File: src/rtl/if_fetch.sv
`default_nettype none
// ==========================================================================
// if_fetch : 6502-style instruction fetch and addressing-mode resolution
//            over a read-only memory port with fixed read latency.
// Revision : 1.0
// ==========================================================================
module if_fetch #(
   parameter int READ_LATENCY = 2
) (
   input  logic        clk,
   input  logic        rst,
   input  logic        if_start,
   input  logic [15:0] pc_next,
   input  logic [7:0]  x,
   input  logic [7:0]  y,
   output logic [15:0] mem_addr,
   output logic        mem_read_en,
   input  logic [7:0]  mem_data_in,
   output logic        if_ready,
   output logic [7:0]  opcode,
   output logic [3:0]  addr_mode,
   output logic [15:0] if_addr_out,
   output logic        immediate_flag,
   output logic [15:0] if_pc_next
);

   localparam logic [3:0] c_IMP  = 4'd0,  c_ACC  = 4'd1,  c_IMM  = 4'd2,  c_ZP   = 4'd3;
   localparam logic [3:0] c_ZPX  = 4'd4,  c_ZPY  = 4'd5,  c_ABS  = 4'd6,  c_ABSX = 4'd7;
   localparam logic [3:0] c_ABSY = 4'd8,  c_IND  = 4'd9,  c_INDX = 4'd10, c_INDY = 4'd11;
   localparam logic [3:0] c_REL  = 4'd12;

   localparam int WCW = (READ_LATENCY > 1) ? $clog2(READ_LATENCY + 1) : 1;
   localparam logic [WCW-1:0] c_WAIT_LAST = WCW'((READ_LATENCY > 1) ? READ_LATENCY - 2 : 0);

   typedef enum logic [2:0] {
      S_IDLE   = 3'd0,
      S_ISSUE  = 3'd1,
      S_WAIT   = 3'd2,
      S_SAMPLE = 3'd3,
      S_DONE   = 3'd4
   } state_t;

   function automatic logic [3:0] decode_mode(input logic [7:0] op);
      logic [3:0] m;
      m = c_IMP;
      case (op[1:0])
         2'b01: begin
            case (op[4:2])
               3'd0:    m = c_INDX;
               3'd1:    m = c_ZP;
               3'd2:    m = c_IMM;
               3'd3:    m = c_ABS;
               3'd4:    m = c_INDY;
               3'd5:    m = c_ZPX;
               3'd6:    m = c_ABSY;
               default: m = c_ABSX;
            endcase
         end
         2'b10: begin
            case (op[4:2])
               3'd0:    m = c_IMM;
               3'd1:    m = c_ZP;
               3'd2:    m = c_ACC;
               3'd3:    m = c_ABS;
               3'd5:    m = c_ZPX;
               3'd7:    m = c_ABSX;
               default: m = c_IMP;
            endcase
            // Register-transfer and X/Y-indexed store/load exceptions in this column
            if (op == 8'h8A || op == 8'hAA || op == 8'hCA || op == 8'hEA) m = c_IMP;
            else if (op == 8'h96 || op == 8'hB6)                          m = c_ZPY;
            else if (op == 8'hBE)                                         m = c_ABSY;
         end
         2'b00: begin
            case (op[4:2])
               3'd0: begin
                  if (op == 8'h20)                                   m = c_ABS;
                  else if (op == 8'h00 || op == 8'h40 || op == 8'h60) m = c_IMP;
                  else                                               m = c_IMM;
               end
               3'd1:    m = c_ZP;
               3'd3:    m = (op == 8'h6C) ? c_IND : c_ABS;
               3'd4:    m = c_REL;
               3'd5:    m = c_ZPX;
               3'd7:    m = c_ABSX;
               default: m = c_IMP;
            endcase
         end
         default: m = c_IMP;
      endcase
      return m;
   endfunction

   function automatic logic [2:0] mode_reads(input logic [3:0] m);
      case (m)
         c_IMP, c_ACC:                       return 3'd1;
         c_ABS, c_ABSX, c_ABSY:              return 3'd3;
         c_INDX, c_INDY:                     return 3'd4;
         c_IND:                              return 3'd5;
         default:                            return 3'd2;
      endcase
   endfunction

   function automatic logic [1:0] mode_len(input logic [3:0] m);
      case (m)
         c_IMP, c_ACC:                       return 2'd1;
         c_ABS, c_ABSX, c_ABSY, c_IND:       return 2'd3;
         default:                            return 2'd2;
      endcase
   endfunction

   state_t         state_q;
   logic [15:0]    pc_q, mem_addr_q, if_addr_q, if_pc_next_q;
   logic [7:0]     x_q, y_q, opcode_q;
   logic [7:0]     byte_q [5];
   logic [2:0]     idx_q;
   logic [WCW-1:0] wait_q;
   logic           mem_read_en_q, if_ready_q, imm_flag_q;
   logic [3:0]     addr_mode_q;

   logic [7:0]     w_byte [5];
   logic [3:0]     w_mode, mode_d;
   logic [2:0]     w_nreads, w_next_idx;
   logic [7:0]     w_zp_ptr, w_zp_ptr_inc, w_b1x, w_b1y;
   logic [1:0]     len_d;
   logic [15:0]    addr_d, ea_d, pc_next_d, w_abs;

   // Byte view that includes the byte arriving this cycle, so the next read
   // address can depend on it without an extra cycle.
   always_comb begin
      for (int i = 0; i < 5; i++) begin
         w_byte[i] = (idx_q == 3'(i)) ? mem_data_in : byte_q[i];
      end
      w_mode       = decode_mode(w_byte[0]);
      w_nreads     = mode_reads(w_mode);
      w_next_idx   = idx_q + 3'd1;
      w_zp_ptr     = w_byte[1] + ((w_mode == c_INDX) ? x_q : 8'h00);
      w_zp_ptr_inc = w_zp_ptr + 8'd1;
      addr_d       = pc_q + {13'd0, w_next_idx};
      case (w_mode)
         c_INDX, c_INDY: begin
            if (w_next_idx == 3'd2)      addr_d = {8'h00, w_zp_ptr};
            else if (w_next_idx == 3'd3) addr_d = {8'h00, w_zp_ptr_inc};
         end
         c_IND: begin
            // Pointer high byte stays in the same page (original NMOS behaviour)
            if (w_next_idx == 3'd3)      addr_d = {w_byte[2], w_byte[1]};
            else if (w_next_idx == 3'd4) addr_d = {w_byte[2], w_zp_ptr_inc};
         end
         default: ;
      endcase
   end

   always_comb begin
      mode_d    = decode_mode(byte_q[0]);
      len_d     = mode_len(mode_d);
      pc_next_d = pc_q + {14'd0, len_d};
      w_b1x     = byte_q[1] + x_q;
      w_b1y     = byte_q[1] + y_q;
      w_abs     = {byte_q[2], byte_q[1]};
      case (mode_d)
         c_IMM, c_ZP: ea_d = {8'h00, byte_q[1]};
         c_ZPX:       ea_d = {8'h00, w_b1x};
         c_ZPY:       ea_d = {8'h00, w_b1y};
         c_ABS:       ea_d = w_abs;
         c_ABSX:      ea_d = w_abs + {8'h00, x_q};
         c_ABSY:      ea_d = w_abs + {8'h00, y_q};
         c_INDX:      ea_d = {byte_q[3], byte_q[2]};
         c_INDY:      ea_d = {byte_q[3], byte_q[2]} + {8'h00, y_q};
         c_IND:       ea_d = {byte_q[4], byte_q[3]};
         c_REL:       ea_d = pc_next_d + {{8{byte_q[1][7]}}, byte_q[1]};
         default:     ea_d = 16'h0000;
      endcase
   end

   always_ff @(posedge clk) begin
      if (rst) begin
         state_q       <= S_IDLE;
         pc_q          <= 16'h0000;
         x_q           <= 8'h00;
         y_q           <= 8'h00;
         idx_q         <= 3'd0;
         wait_q        <= '0;
         mem_addr_q    <= 16'h0000;
         mem_read_en_q <= 1'b0;
         if_ready_q    <= 1'b0;
         opcode_q      <= 8'h00;
         addr_mode_q   <= 4'd0;
         if_addr_q     <= 16'h0000;
         imm_flag_q    <= 1'b0;
         if_pc_next_q  <= 16'h0000;
         for (int i = 0; i < 5; i++) byte_q[i] <= 8'h00;
      end else begin
         mem_read_en_q <= 1'b0;
         case (state_q)
            S_IDLE: begin
               if (if_start) begin
                  pc_q          <= pc_next;
                  x_q           <= x;
                  y_q           <= y;
                  idx_q         <= 3'd0;
                  mem_addr_q    <= pc_next;
                  mem_read_en_q <= 1'b1;
                  if_ready_q    <= 1'b0;
                  state_q       <= S_ISSUE;
               end
            end
            S_ISSUE: begin
               wait_q  <= '0;
               state_q <= (READ_LATENCY > 1) ? S_WAIT : S_SAMPLE;
            end
            S_WAIT: begin
               if (wait_q == c_WAIT_LAST) state_q <= S_SAMPLE;
               else                       wait_q  <= wait_q + 1'b1;
            end
            S_SAMPLE: begin
               byte_q[idx_q] <= mem_data_in;
               if (w_next_idx == w_nreads) begin
                  state_q <= S_DONE;
               end else begin
                  idx_q         <= w_next_idx;
                  mem_addr_q    <= addr_d;
                  mem_read_en_q <= 1'b1;
                  state_q       <= S_ISSUE;
               end
            end
            S_DONE: begin
               opcode_q     <= byte_q[0];
               addr_mode_q  <= mode_d;
               if_addr_q    <= ea_d;
               imm_flag_q   <= (mode_d == c_IMM);
               if_pc_next_q <= pc_next_d;
               if_ready_q   <= 1'b1;
               state_q      <= S_IDLE;
            end
            default: state_q <= S_IDLE;
         endcase
      end
   end

   assign mem_addr       = mem_addr_q;
   assign mem_read_en    = mem_read_en_q;
   assign if_ready       = if_ready_q;
   assign opcode         = opcode_q;
   assign addr_mode      = addr_mode_q;
   assign if_addr_out    = if_addr_q;
   assign immediate_flag = imm_flag_q;
   assign if_pc_next     = if_pc_next_q;

endmodule
`default_nettype wire
File: config.mk
export PLATFORM = sky130hd
export DESIGN_NAME = if_fetch
export DESIGN_NICKNAME = d
export VERILOG_FILES = /design/src/rtl/if_fetch.sv
export SDC_FILE = /design/constraint.sdc
export NUM_CORES = 1
export LEC_CHECK = 0
export CORE_MARGIN = 10
export CORE_UTILIZATION = 30
export DETAILED_ROUTE_END_ITERATION = 12
export GPL_ROUTABILITY_DRIVEN = 0
export PLACE_DENSITY_LB_ADDON = 0.08
export SLEW_MARGIN = 20
export SYNTH_ARGS = -nofsm -noshare
export SYNTH_HDL_FRONTEND = slang
export SYNTH_SLANG_ARGS = --single-unit
File: constraint.sdc
create_clock -name clk -period 8.9 [get_ports clk]
set_clock_uncertainty 0.2 [all_clocks]
set_input_delay 0.89 -clock clk [delete_from_list [all_inputs] [get_ports clk]]
set_output_delay 0.89 -clock clk [all_outputs]
set_load 0.1 [all_outputs]
; ---- Yosys cells after proc, flatten, opt, wreduce, memory -nomap -nowiden
; Memory sizes are Yosys's and may differ from the RTL's.
; Index checks and enable logic that the tools add are counted.
[op_classes]
n_addsub = 12
eq_ne = 69
muxes = 56
reduce_logical = 35
[op_table]
columns = operator, n
row1 = case mux 16 bit (10 select lines), 1
row2 = equality test 8 bit (second input constant), 14
row3 = two-way mux 16 bit, 6
row4 = case mux 16 bit (2 select lines), 2
row5 = case mux 4 bit (7 select lines), 2
row6 = adder 16 x 8 -> 16 bit, 3
row7 = equality test 8 x 7 -> 1 bit (second input constant), 6
row8 = case mux 4 bit (6 select lines), 2
row9 = two-way mux 8 bit, 5
row10 = case mux 3 bit (6 select lines), 2
row11 = equality test 4 bit (second input constant), 8
row12 = two-way mux 4 bit, 8
row13 = equality test 3 bit (second input constant), 10
row14 = equality test 3 x 2 -> 1 bit (second input constant), 9
row15 = adder 8 bit, 3
row16 = two-way mux 3 bit, 8
row17 = case mux 4 bit (3 select lines), 2
row18 = adder 16 bit, 1
row19 = adder 16 x 2 -> 16 bit, 1
row20 = adder 16 x 3 -> 16 bit, 1
row21 = equality test 4 x 3 -> 1 bit (second input constant), 4
row22 = equality test 8 x 6 -> 1 bit (second input constant), 2
row23 = zero test 8 bit, 2
row24 = equality test 3 x 1 -> 1 bit (second input constant), 4
row25 = 25 further kinds, 66
[word_totals]
reg_bits = 103
ram_bits = 40
mem_bits_ro = 48
input_bits = 43
out_inout_bits = 63
mem_count = 2
[memory_table]
columns = memory, words, word_bits, read_ports, rd_clocked_by_memory_dff, write_ports, line
row1 = (no name shown), 16, 3, 1, 0, 0, 95  ; case (m)
row2 = byte_q, 5, 8, 5, 0, 5, 115  ; logic [7:0] byte_q [5];

; ---- Depth between registers and ports, before layout
; Gate-level depths: netlist (run 1).
[depth]
ltp_word = 18
mapped_depth = 26
depth_no_buf = 22

; ---- Least setup slack after synthesis (run 1)
; Ideal clock, no wire load.
[synth_path]
path_type = reg-to-reg
start = register idx_q[0]
end = register mem_addr_q[6] (netlist: mem_addr[6])
arrival_time_ps = 5353
path_slack_ps = 3272
stages_incl_launch_ff = 26
synth_period_minus_slack_ps = 5628
path_cell_list = dfxtp_1 > clkbuf_1 > inv_1 > ha_1 > nor2b_4 > buf_6 > mux2i_4 > a21oi_1 > a211o_1 > or3_1 > buf_2 > inv_1 > nor3_2 > and2_1 > ha_1 > fa_1 > a21o_1 > a31o_2 > a311oi_1 > nor2_1 > mux2_2 > a22o_1 > nand3_1 > o21ai_0 > a211o_1 > a31oi_1
[synth_between]
elab_chain_len = 18
word_cells_on_any_way = 66
[synth_lines]
columns = element, line
row1 = start: declaration, 116  ; logic [2:0] idx_q;
row2 = start signal: assignment, 221  ; idx_q <= w_next_idx;
row3 = zero test 3 bit, 132  ; w_byte[i] = (idx_q == 3'(i)) ? mem_data_in : byte_q[i];
row4 = two-way mux 8 bit, 132
row5 = equality test 8 x 7 -> 1 bit or zero test 8 bit (tied branches), 78  ; else if (op == 8'h00 || op == 8'h40 || op == 8'h60) m = c_IMP;
row6 = logical OR 1 bit (2 in series), 78
row7 = two-way mux 2 bit, 78
row8 = two-way mux 3 bit, 77  ; if (op == 8'h20) m = c_ABS;
row9 = case mux 4 bit (6 select lines), 75  ; case (op[4:2])
row10 = case mux 4 bit (3 select lines), 46  ; case (op[1:0])
row11 = equality test 4 bit, "137, 140"
row12 = two-way mux 8 bit, 137  ; w_zp_ptr = w_byte[1] + ((w_mode == c_INDX) ? x_q : 8'h00);
row13 = adder 8 bit, 137
row14 = adder 8 x 1 -> 8 bit, 138  ; w_zp_ptr_inc = w_zp_ptr + 8'd1;
row15 = two-way mux 16 bit (on tied branches), "148, 143"
row16 = two-way mux 16 bit (on tied branches), "147, 142"
row17 = case mux 16 bit (2 select lines), 140  ; case (w_mode)
row18 = two-way mux 16 bit, 218  ; if (w_next_idx == w_nreads) begin
row19 = case mux 16 bit (2 select lines), 195  ; case (state_q)
row20 = end signal: assignment, 202  ; mem_addr_q <= pc_next;
row21 = end signal: assignment, 222  ; mem_addr_q <= addr_d;
row22 = end: declaration, 113  ; logic [15:0] pc_q, mem_addr_q, if_addr_q, if_pc_next_q;
; Parallel ways exist; a longest one is shown, timed or not. The select of a mux whose other input is x is not followed.
; A chain may end at the register's enable or synchronous reset.

; ---- Final worst setup path (run 1)
[layout_path]
start = register idx_q[0]
end = register mem_addr_q[7] (netlist: mem_addr[7])
; The elaborated chain is that of the path after synthesis.

==> results.md, run 1 <==
- Hold-fix buffers, CTS: 0
- Worst-Skew Late Latency: 450 ps
- Placed Cells: 1919
- Setup bufs post-CTS: 0
- YS warnings: 0
- Net Count, Synth: 1533
- Max clock buf depth: 2
- Die width: 213 microns
- Largest net degree at the start of global routing: 51
- Tmin final: 6530 ps
- Commonest non-fill, non-tap cells in the layout: nand2_1, nor2_1, a21oi_1
- Final Hold Viols: 0
- H-tree depth: 4
- Switch Pwr: 0.748 mW
- Post-synth top area share: 0.184
- Root Driver: clkbuf_16
- Pre-Repair DR Iteration Count: 6
- Via/cell ratio: 5.45
- Port Buffers: 105
- CTS Buf Count: 17
- Most common cell after layout, fill and taps aside: nand2_1
- Area of the core: 0.0367 sq mm
- Reg power frac: 0.375
- Cell Pwr Density: 154 mW/mm^2
- Num rows: 70
- Mapped Cells: 1423
- Share of cells above drive strength 1: 0.0668
- Number of synthesized flops with an enable pin: 40
- Critical Path Fanout Max: 19
- Die area: 0.0454 sq mm
- Yosys top cell by area: dfxtp_1
- Largest cells by area after synthesis: dfxtp_1, edfxtp_1, nand2_1, ha_1, a21oi_1
- Ratio of final minimum period to clock period: 0.733
- Fmax: 153 MHz
- Slew Limit Fails: 0
- First-pass GRT wire length: 65.7 mm
- Slew @ Worst Pin: 1040 ps
- Status: finished, final reports clean
- Final Non-Filler Cells: 1951
- Final number of setup-violating endpoints: 0
- FF+latch area: 0.00326 sq mm
- Final nets: 1580
- All-Layer GR Usage: 0.190
- Residual DRC: 0
- HPWL Detailed: 33.1 mm
- Detailed Route Iter0 Violations: 904
- WL final: 43.2 mm
- Vias: 10633
- Share of flip-flops with an asynchronous set or reset: 0
- Unrepaired setup endpoints after global routing: false
- Mean area per synthesized cell: 7.86 sq um
- GRT overflow: 0
- Seq cells post-synth: 143
- Switching Share: 0.369
- Maximum vdd ir drop: 0.121 mV
- Top_reg_cell synth: dfxtp_1
- Area grow syn2layout: 17.6%
- # IOs: 106
- CP Capture Type: flop
- Critical Path Start Type: flop
- Max transition margin: 0.303
- CTS tree: done
- CP required: 9070 ps
- Clock transition at the registers of the reported paths: 70 ps
- Met2 usage: 0.319
- Static Leak: 5.09 nW
- Final TNS setup: 0 ps
- Critical Path AT: 6700 ps
- Met1 usage: 0.251
- Antenna Nets Post-Route: 0
- Comb pwr share: 0.256
- Initial Util: 0.305
- Clock Power Share: 0.370
- Avg WL per Cell: 22.1 microns
- Cts repair resizes: 0
- CTS Sinks: 143
- Critical path class: flop to flop
- Antenna diode count: 0
- Max cap viols: 0
- Area occupied by multi-input gates: 0.00739 sq mm
- Fillers: 3874
- GR Layer Usage met3: 0.0260
- Initial antenna violation count: 1
- Vias in the first global route: 10334
- Cell Area, Synth: 0.0112 sq mm
- Grt peak-use layer: met2
- Register area share after synthesis: 0.292
- Die Ht: 213 microns
- P_int: 1.28 mW
- HP Class: flop to flop
- Synth unique cells: 88
## layer usage
layer,vias up,share of wire
met4,0,0.015
met5,-,0
met2,262,0.49
met1,5134,0.45
met3,35,0.043
li1,5202,-
## power by group through the flow
stage	Clock [mW]	Sequential, mW	Combinational [mW]
final	0.750	0.759	0.518
after global routing	0.798	0.764	0.563
after CTS	0.768	0.758	0.521
after detailed placement	0	0.772	0.518
after global placement	0	0.773	0.518
after floorplan	0	0.822	0.300
## synth_stat cells, types with 37 or more instances
master	count
nand2_1	205
nor2_1	132
a21oi_1	123
dfxtp_1	103
clkbuf_1	74
o21ai_0	72
ha_1	60
and2_1	46
xnor2_1	46
xor2_1	42
edfxtp_1	40
nor3_1	39
inv_1	37
## cell families (layout without fill, tap and decap cells)
family / Yosys count / count (layout) / share of synthesized area
and+or+nand+nor: 561 / 561 / 0.238
muxes: 45 / 45 / 0.0452
adders and majority gates: 67 / 67 / 0.0797
AOI/OAI and AO/OA: 387 / 387 / 0.229
buffers and inverters: 132 / 192 / 0.0478
DFF: 143 / 143 / 0.292
xor gates and xnor gates: 88 / 88 / 0.0689
## sequential cells by signal, indices dropped and copies added, names as in the netlist
| signal | flops |
|---|---|
| addr_mode | 4 |
| byte_q | 40 |
| idx_q | 3 |
| immediate_flag | 1 |
| y_q | 8 |
| pc_q | 16 |
| x_q | 8 |
| mem_addr | 16 |
| if_addr_out | 16 |
| mem_read_en | 1 |
| wait_q | 2 |
| if_pc_next | 16 |
| if_ready | 1 |
| opcode | 8 |
| state_q | 3 |
## worst max-delay path, cell delays in order, from the launching register on
cell	delay, ps
dfxtp_1	440
inv_1	200
ha_1	330
nor2b_4	590
mux2_4	370
o41ai_2	410
a31oi_1	220
or3_1	450
nor3_2	360
and2_1	270
ha_1	260
a211oi_1	300
nor2_1	140
o31ai_1	390
a21oi_1	140
xor2_1	260
xnor2_1	190
mux2_2	360
a21oi_1	190
o221ai_1	140
a41oi_1	240
## layout make-up
type / instances / area share
Timing Repair Buffer: 123 / 0.0900
Clock buffer: 17 / 0.0324
Sequential cell: 143 / 0.248
Multi-Input combinational cell: 1148 / 0.562
Inverter: 37 / 0.0106
Clock inverter: 15 / 0.0124
Tap cell: 468 / 0.0445
## path summary, 6_finish.rpt
path,start,endpoint,slack [ps],depth (start not counted)
max,idx_q[0]$_SDFFE_PP0P_,mem_addr[7]$_SDFFE_PP0P_,2370,20
min,opcode[6]$_SDFFE_PP0P_,opcode[6]$_SDFFE_PP0P_,250,2
min reg2reg,opcode[6]$_SDFFE_PP0P_,opcode[6]$_SDFFE_PP0P_,250,2
max reg2reg,idx_q[0]$_SDFFE_PP0P_,mem_addr[7]$_SDFFE_PP0P_,2370,20
## through the flow
step	setup WS (ps)	area (sq um)	util	power, mW	hold slack [ps]
floorplan	3270	11200	-	1.12	251
global placement	2350	12600	0.342	1.29	245
detailed placement	2120	12600	0.342	1.29	248
CTS	2390	13100	0.358	2.05	259
global route	1880	13100	0.358	2.12	274
finish	2370	13100	0.358	2.03	254
Note: power is estimated with default switching activity, not from simulation.
==> run 2, diff against run 1 <==
clock period = 5.3 ns   (was 8.9 ns; I/O delays follow)
==> results.md, run 2 (synthesis gave the netlist of run 1 again) <==
- Final TNS setup: 0 ps (unchanged)
- Largest net degree at the start of global routing: 65 (+27%)
- Critical R2R Launch: byte_q[0][3]$_SDFFCE_PN0P_
- H-tree depth: 4 (unchanged)
- Final number of setup-violating endpoints: 0 (unchanged)
- Clock Power Share: 0.354 (-0.016)
- Fmax: 194 MHz (+27%)
- Slew @ Worst Pin: 1110 ps (+70.0 ps)
- Share of cells above drive strength 1: 0.199 (+0.132)
- Static Leak: 6.01 nW (+18%)
- Num rows: 70 (unchanged)
- Vias: 11392 (+7.1%)
- CP delay by family, top: simple AND/OR/NAND/NOR gates
- Initial Util: 0.305 (unchanged)
- Max clock buf depth: 2 (unchanged)
- Max cap viols: 0 (unchanged)
- Area grow syn2layout: 33.2%
- Pre-Repair DR Iteration Count: 5 (-1)
- Most common cell after layout, fill and taps aside: nand2_1
- Final core occ: 0.406 (+0.0475)
- GRT overflow: 0 (unchanged)
- R2R Setup Slk: 140 ps (-2230 ps)
- Final Hold Viols: 0 (unchanged)
- Comb pwr share: 0.296 (+0.040)
- Port Buffers: 105 (unchanged)
- Crit path largest cell delay: 520 ps (-70 ps)
- CTS tree: done
- Switching Share: 0.350 (-0.0192)
- All-Layer GR Usage: 0.198 (+0.00766)
- P_int: 2.33 mW (+83%)
- Reg power frac: 0.351 (-0.024)
- Maximum vdd ir drop: 0.211 mV (+75%)
- Max reg flops: 40 (unchanged)
- CTS Sinks: 143 (unchanged)
- Critical path class: flop to flop
- Tmin final: 5160 ps (-1370 ps)
- Largest Register: byte_q
- Ratio of final minimum period to clock period: 0.973 (+0.239)
- HPWL Detailed: 34.5 mm (+4.4%)
- Area occupied by multi-input gates: 0.00774 sq mm (+4.7%)
- Critical Path AT: 5280 ps (-1420 ps)
- CP Capture Type: flop
- Cell breakdown of the critical path: buf_4, nor2b_1, buf_4, a21oi_1, o41ai_1, a221oi_2, or3_4, nor3_4, and2_4, ha_4, fa_2, buf_6, xor2_4, nand2_2, nor3_4, buf_6, mux2i_1, nand2_1, a21oi_2, o21ai_1, or2_2, a31oi_1, a21oi_1
- Residual DRC: 0 (unchanged)
- Endpoint, Worst Hold: mem_addr[10]$_SDFFE_PP0P_
- CTS Buf Count: 17 (unchanged)
- Clock transition at the registers of the reported paths: 70 ps (about the same)
- Commonest non-fill, non-tap cells in the layout: nand2_1, buf_4, nor2_1
- Worst-Skew Late Latency: 440 ps (about the same)
- Via/cell ratio: 5.36 (-1.6%)
- Area of the core: 0.0367 sq mm (unchanged)
- Unrepaired setup endpoints after global routing: true
- HP Start: mem_addr[10]$_SDFFE_PP0P_
- Critical path launch point: byte_q[0][3]$_SDFFCE_PN0P_
- Status: finished, final reports clean
- Cell Pwr Density: 241 mW/mm^2 (+56%)
- Critical Path Fanout Max: 7 (-12)
- Fillers: 3790 (-2.2%)
- Final nets: 1754 (+11%)
- HP Class: flop to flop
- WL final: 45.6 mm (+5.4%)
- Antenna Nets Post-Route: 0 (unchanged)
- Root Driver: clkbuf_16
- Critical Path Start Type: flop
- Slew Limit Fails: 0 (unchanged)
- Total power: 3.59 mW (+77%)
- Fin Hold WS: 251 ps (-2.69 ps)
- Die Ht: 213 microns (unchanged)
- Crit Reg-Reg Endpoint: mem_addr[4]$_SDFFE_PP0P_
- Worst Reg-to-Reg Cells: 23 (+15%)
- Die area: 0.0454 sq mm (unchanged)
- Buf/Inv on CP: 4 (+3)
- Avg WL per Cell: 21.4 microns (-3.2%)
- Initial antenna violation count: 1 (unchanged)
- Max transition margin: 0.251 (-0.0523)
- FF+latch area: 0.00327 sq mm (about the same)
- Hold path depth: 2 (unchanged)
- # IOs: 106 (unchanged)
- Slowest CP cell: edfxtp_1
- Switch Pwr: 1.26 mW (+68%)
- CP required: 5420 ps (-3650 ps)
- Vias in the first global route: 11153 (+7.9%)
- Die width: 213 microns (unchanged)
- First-pass GRT wire length: 68.8 mm (+4.7%)
- Antenna diode count: 0 (unchanged)
- Detailed Route Iter0 Violations: 901 (-0.33%)
run 2: cell count changes in the layout (fill, tap and decap cells not counted), sizes merged:
cell,change
buf,+174
bufinv,+2
clkbuf,+1
clkinv,+7
clkinvlp,+1
inv,-11
run 2: stage by stage:
| step | instances | setup WS [ps] | area, sq um |
|---|---|---|---|
| 3_3_place_gp | 2075 | -210 | 13800 |
| 2_1_floorplan | 1423 | 14.9 | 11200 |
| 5_1_grt | 2125 | -64.2 | 14900 |
| 3_5_place_dp | 2075 | -290 | 13800 |
| 6_report | 2125 | 144 | 14900 |
| 4_1_cts | 2110 | 4.92 | 14400 |
run 2: timing repair:
action,CTS,global route
setup buffers,3,15
hold endpoints to repair,0,0
gates resized for setup,4,73
hold buffers,0,0
pin swaps,0,33
setup endpoints to repair,3,15
run 2: worst register-to-register path, cell delays in order, from the launching register on:
cell and delay, ps:
edfxtp_1 520, buf_4 200, nor2b_1 200, buf_4 220
a21oi_1 80, o41ai_1 500, a221oi_2 90, or3_4 380
nor3_4 270, and2_4 200, ha_4 140, fa_2 230
buf_6 120, xor2_4 160, nand2_2 100, nor3_4 220
buf_6 130, mux2i_1 200, nand2_1 90, a21oi_2 200
o21ai_1 60, or2_2 270, a31oi_1 170, a21oi_1 90
run 2: routing by layer:
metal  track usage  vias to the layer above  routed length, microns
li1              -                     5544                       -
met1         0.261                     5508                   20600
met2         0.332                      303                   22200
met3        0.0280                       37                    2050
met4        0.0480                        0                     725
met5             0                        -                       0
run 2: worst max path at each step:
| stage | end | slack [ps] | cells past startpoint |
|---|---|---|---|
| 2_1_floorplan | mem_addr[7]$_SDFFE_PP0P_ | 10 | 24 |
| 3_3_place_gp | if_addr_out[14]$_SDFFE_PP0P_ | -210 | 20 |
| 3_5_place_dp | mem_addr[7]$_SDFFE_PP0P_ | -290 | 20 |
| 4_1_cts | if_addr_out[14]$_SDFFE_PP0P_ | 5 | 21 |
| 5_1_grt | mem_addr[6]$_SDFFE_PP0P_ | -60 | 23 |
| 6_report | mem_addr[4]$_SDFFE_PP0P_ | 140 | 23 |
run 2: power by group through the flow:
stage | clock, mW | combinational (mW) | sequential [mW]
2_1_floorplan | 0 | 0.509 | 1.38
3_3_place_gp | 0 | 1.01 | 1.28
3_5_place_dp | 0 | 1.01 | 1.28
4_1_cts | 1.30 | 1.02 | 1.26
5_1_grt | 1.34 | 1.14 | 1.26
6_report | 1.27 | 1.06 | 1.26
run 2: area by class of cell:
type                    count  area share
inverters                  37     0.00950
clock inverters            14      0.0113
repair buffers            297       0.172
flip-flops and latches    143       0.219
multi-input cells        1148       0.520
clock buffers              18      0.0288
well taps                 468      0.0393
==> variant 1: new RTL, flow settings as in run 2 <==
The parameter `READ_LATENCY` goes from 2 to 1.
--- a/src/rtl/if_fetch.sv
+++ b/src/rtl/if_fetch.sv
@@ -7,3 +7,3 @@
 module if_fetch #(
-   parameter int READ_LATENCY = 2
+   parameter int READ_LATENCY = 1
 ) (
Function: changed (Yosys sat finds a counterexample within 4 cycles, from zero or initial values and one cycle with rst high).
==> variant 1 against run 2 <==
Maximum frequency down 0.32%; hold slack hardly changed; sequential cell count down 2; critical endpoint is now mem_addr[7]; largest power group is now combinational logic; final area shrank 1.9%; worst setup slack got worse by 0.017 ns; routed wire length shrank 3.3%; first-iteration DRC count decreased by 12%; synthesized cell count fell by 2.4%; clock power rose by 7%; power grew 19%; synthesized area decreased by 2.0%.
==> variant 1: results (changes against run 2) <==
status complete, no violations (unchanged); Peak VDD IR 0.000240 V (was 0.000211 V); Tcrit/Tclk final 97.6% (was 97.3%); Synth Area in XOR/XNOR 6.92% (was 6.89%); fill count 3640 (was 3790); Area contributors post-synth dfxtp_1, edfxtp_1, nand2_1, ha_1, a21oi_1 (unchanged); P_leak 0.00569 uW (was 0.00601 uW); Starting DRT DRC Count 796 (was 901); largest stage delay on the critical path 0.62 ns (was 0.52 ns); vias in the first global route 10904 (was 11153); Synth Area in Compound Gates 22.7% (was 22.9%); Post-Synth Adder-Cell Area 8.02% (was 7.97%); crit-path max FO 5 (was 7); worst-case reg-to-reg path depth 22 (was 23); mux contribution to synthesized area 3.54% (was 4.52%); Synth cell types 90 (was 88); area grow syn2layout 33.4% (was 33.2%); CTS-repair resized insts 14 (was 4); antenna violations before repair 0 (was 1); Nets 1713 (was 1754); Mapped Nets 1498 (was 1533); Slowest-stage cell, CP or4b_2 (was edfxtp_1); Placed Cells 2032 (was 2075); fraction of layout cells with a size suffix above 1 19.4% (was 19.9%); first-pass GRT wire length 66800 um (was 68800 um); placed cell area 0.0135 mm^2 (was 0.0138 mm^2)
[variant 1: cell types whose count changed after synthesis, moves of 9 or more]
cell	run 2	this run
a31oi_1	28	12
a21oi_1	123	134
and2_1	46	57
xnor2_1	46	55
buf_2	10	1
nor2_1	132	107
xor2_1	42	29
[variant 1: report_power, final]
part / internal (uW) / switching, uW / total, uW
logic: 631 / 1010 / 1650
registers: 1180 / 102 / 1290
clock network: 835 / 523 / 1360
total: 2650 / 1640 / 4290
[variant 1: area by class of cell]
type	count	area share, %
Tap cell	461	3.95
Sequential cell	141	22.1
Multi-Input combinational cell	1121	52.2
Clock buffer	17	2.91
Inverter	45	1.16
Timing Repair Buffer	278	16.2
Clock inverter	14	1.50
[variant 1: layer usage]
metal	vias to the layer above	share of wire, %	global-route usage (%)
met5	-	0	0
met4	0	1.9	5.37
met3	48	5.0	2.94
met2	323	47	31.7
met1	5384	46	26.3
li1	5436	-	-
==> variant 2: new RTL, config.mk and constraints of run 2 <==
Made on the original files. Re-encode `state_t` (5 states) as one-hot, 5 bits wide.
--- a/src/rtl/if_fetch.sv
+++ b/src/rtl/if_fetch.sv
@@ -34,8 +34,8 @@
 
-   typedef enum logic [2:0] {
-      S_IDLE   = 3'd0,
-      S_ISSUE  = 3'd1,
-      S_WAIT   = 3'd2,
-      S_SAMPLE = 3'd3,
-      S_DONE   = 3'd4
+   typedef enum logic [4:0] {
+      S_IDLE   = 5'b00001,
+      S_ISSUE  = 5'b00010,
+      S_WAIT   = 5'b00100,
+      S_SAMPLE = 5'b01000,
+      S_DONE   = 5'b10000
    } state_t;
Formal check against the unedited RTL: no difference found for any inputs over 4 cycles, from zero or initial values and one cycle with rst high; so few cycles prove little.
==> variant 2 against run 2 <==
Die area is 1.2% lower; worst setup slack better by 0.18 ns; non-clock buffer count is 87 lower; via count is 6.2% lower; synthesized area is 1.4% lower; power is 10% lower; sequential share of layout area is 1.9 points higher; combinational power is 32% lower; routed wire length is 5.5% lower; sequential cell count is 2 higher; final area is 6.7% lower; count of clock-buffer cells in the layout is 5 higher.
==> variant 2: results (changes against run 2) <==
total CTS buffers 17 (unchanged); vias in the first global route 10666 (was 11153); Clk pin slew, worst setup/hold paths 0.06 ns; Primary FF master, synth dfxtp_1 (unchanged); Nets 1624 (was 1754); clock buf count 23 (was 18); largest class multi-input gates (unchanged); sequential share of cell area 23.8% (was 21.9%); post-layout util 38.1% (was 40.6%); area grow syn2layout 26.0% (was 33.2%); Yosys warnings 0 (unchanged); Reg with most FFs byte_q (unchanged); comb_multi_in 1097 (was 1148); Mapped Nets 1482 (was 1533); P_leak 0.00549 uW (was 0.00601 uW); Port Buffers 105 (unchanged); Max-Slew Margin vs Limit 23.4% (was 25.1%); area occupied by multi-input gates 0.00740 mm^2 (was 0.00774 mm^2); Peak VDD IR 0.000243 V (was 0.000211 V); worst hold path type register to register (unchanged); Detail Placement HPWL 33400 um (was 34500 um); Starting DRT DRC Count 894 (was 901); asr flop ratio synth 0% (unchanged); Area contributors post-synth dfxtp_1, edfxtp_1, ha_1, nand2_1, a21oi_1 (was dfxtp_1, edfxtp_1, nand2_1, ha_1, a21oi_1); WP data arrival 5.11 ns (was 5.28 ns); Num Clock Sinks 145 (was 143); first-pass GRT wire length 65500 um (was 68800 um); fraction of area in multi-input gates 53.3% (was 52.0%); # H-tree levels 4 (unchanged); Post-synth top cells nand2_1, nor2_1, a21oi_1, dfxtp_1, clkbuf_1 (unchanged); Tot GR Track Use 19.1% (was 19.8%); diode count 0 (unchanged); antenna violations before repair 1 (unchanged); CTS Buffer Depth 2 (unchanged); Clock-cell share 4.22% (was 4.02%); Synth cell types 88 (unchanged); fraction of layout cells with a size suffix above 1 14.6% (was 19.9%); Largest register FFs 40 (unchanged); largest net degree at the start of global routing 63 (was 65); CTS root buffer clkbuf_16 (unchanged); total gr overflow 0 (unchanged); NonClk Buf Share 13.3% (was 17.2%); pre-CTS setup slack 0.0922 ns (was -0.290 ns); Final setup viols 0 (unchanged); clock insertion delay at the later pin of the skew report 0.46 ns (was 0.44 ns); final hold viol count 0 (unchanged); status complete, no violations (unchanged); vias per inst 5.36 (about the same); Slowest-stage cell, CP edfxtp_1 (unchanged); wire length per cell 21.6 um (was 21.4 um); EDFF count, synth 40 (unchanged); placed cell area 0.0131 mm^2 (was 0.0138 mm^2); fill count 3824 (was 3790); inverters 43 (was 37); largest stage delay on the critical path 0.46 ns (was 0.52 ns); drt pass-1 iters 5 (unchanged); crit-path max FO 5 (was 7); Non-CTS buffers 210 (was 297); sequential cell area fraction in the yosys report 30.0% (was 29.2%)
-- variant 2: logic make-up (layout without fill, tap and decap cells) --
logic type / Yosys count / in the layout / share of synthesized area, %
AOI/OAI and AO/OA: 353 / 353 / 21.1
xor gates and xnor gates: 98 / 98 / 7.92
adders and majority gates: 67 / 67 / 8.08
buffers and inverters: 131 / 284 / 4.66
DFF: 145 / 145 / 30.0
muxes: 49 / 49 / 4.97
and+or+nand+nor: 529 / 530 / 23.3
-- variant 2: worst paths after layout --
| check | from | to | slack, ns | depth (start not counted) |
|---|---|---|---|---|
| setup / recovery | byte_q[0][6] | if_addr_out[13] | 0.33 | 22 |
| hold / removal | opcode[5] | opcode[5] | 0.25 | 2 |
| setup reg to reg | byte_q[0][6] | if_addr_out[13] | 0.33 | 22 |
| hold reg to reg | opcode[5] | opcode[5] | 0.25 | 2 |
-- variant 2: power by group --
part	switching (uW)	internal (uW)
Clock	543	698
Combinational	439	283
Sequential	78.2	1180
Total	1060	2160
-- variant 2: worst max-delay path, delay by kind of cell, from the launching register on --
family,cells,cell delay (ns)
xor+xnor,3,0.55
buf+inv,3,0.41
compound gates,9,1.76
simple gates,4,0.59
fa+ha+maj,3,0.90
flops,1,0.46
-- variant 2: timing repair --
item                                    4_1_cts  5_1_grt
resized for setup                             0       26
endpoints found under the setup margin        0       13
buffers inserted                              0        5
-- variant 2: routing by layer --
metal	routed length [um]	up-vias	GRT usage, %
li1	-	5187	-
met1	20100	5189	25.2
met2	20500	271	32.0
met3	1810	38	2.84
met4	676	0	4.69
met5	0	-	0
-- variant 2: metrics by stage --
stage          hold slack, ns  power, uW  std cells
2_1_floorplan           0.250       1700       1372
3_3_place_gp            0.247       2000       1957
3_5_place_dp            0.249       2000       1957
4_1_cts                 0.258       3250       1988
5_1_grt                 0.270       3370       1994
6_report                0.255       3220       1994
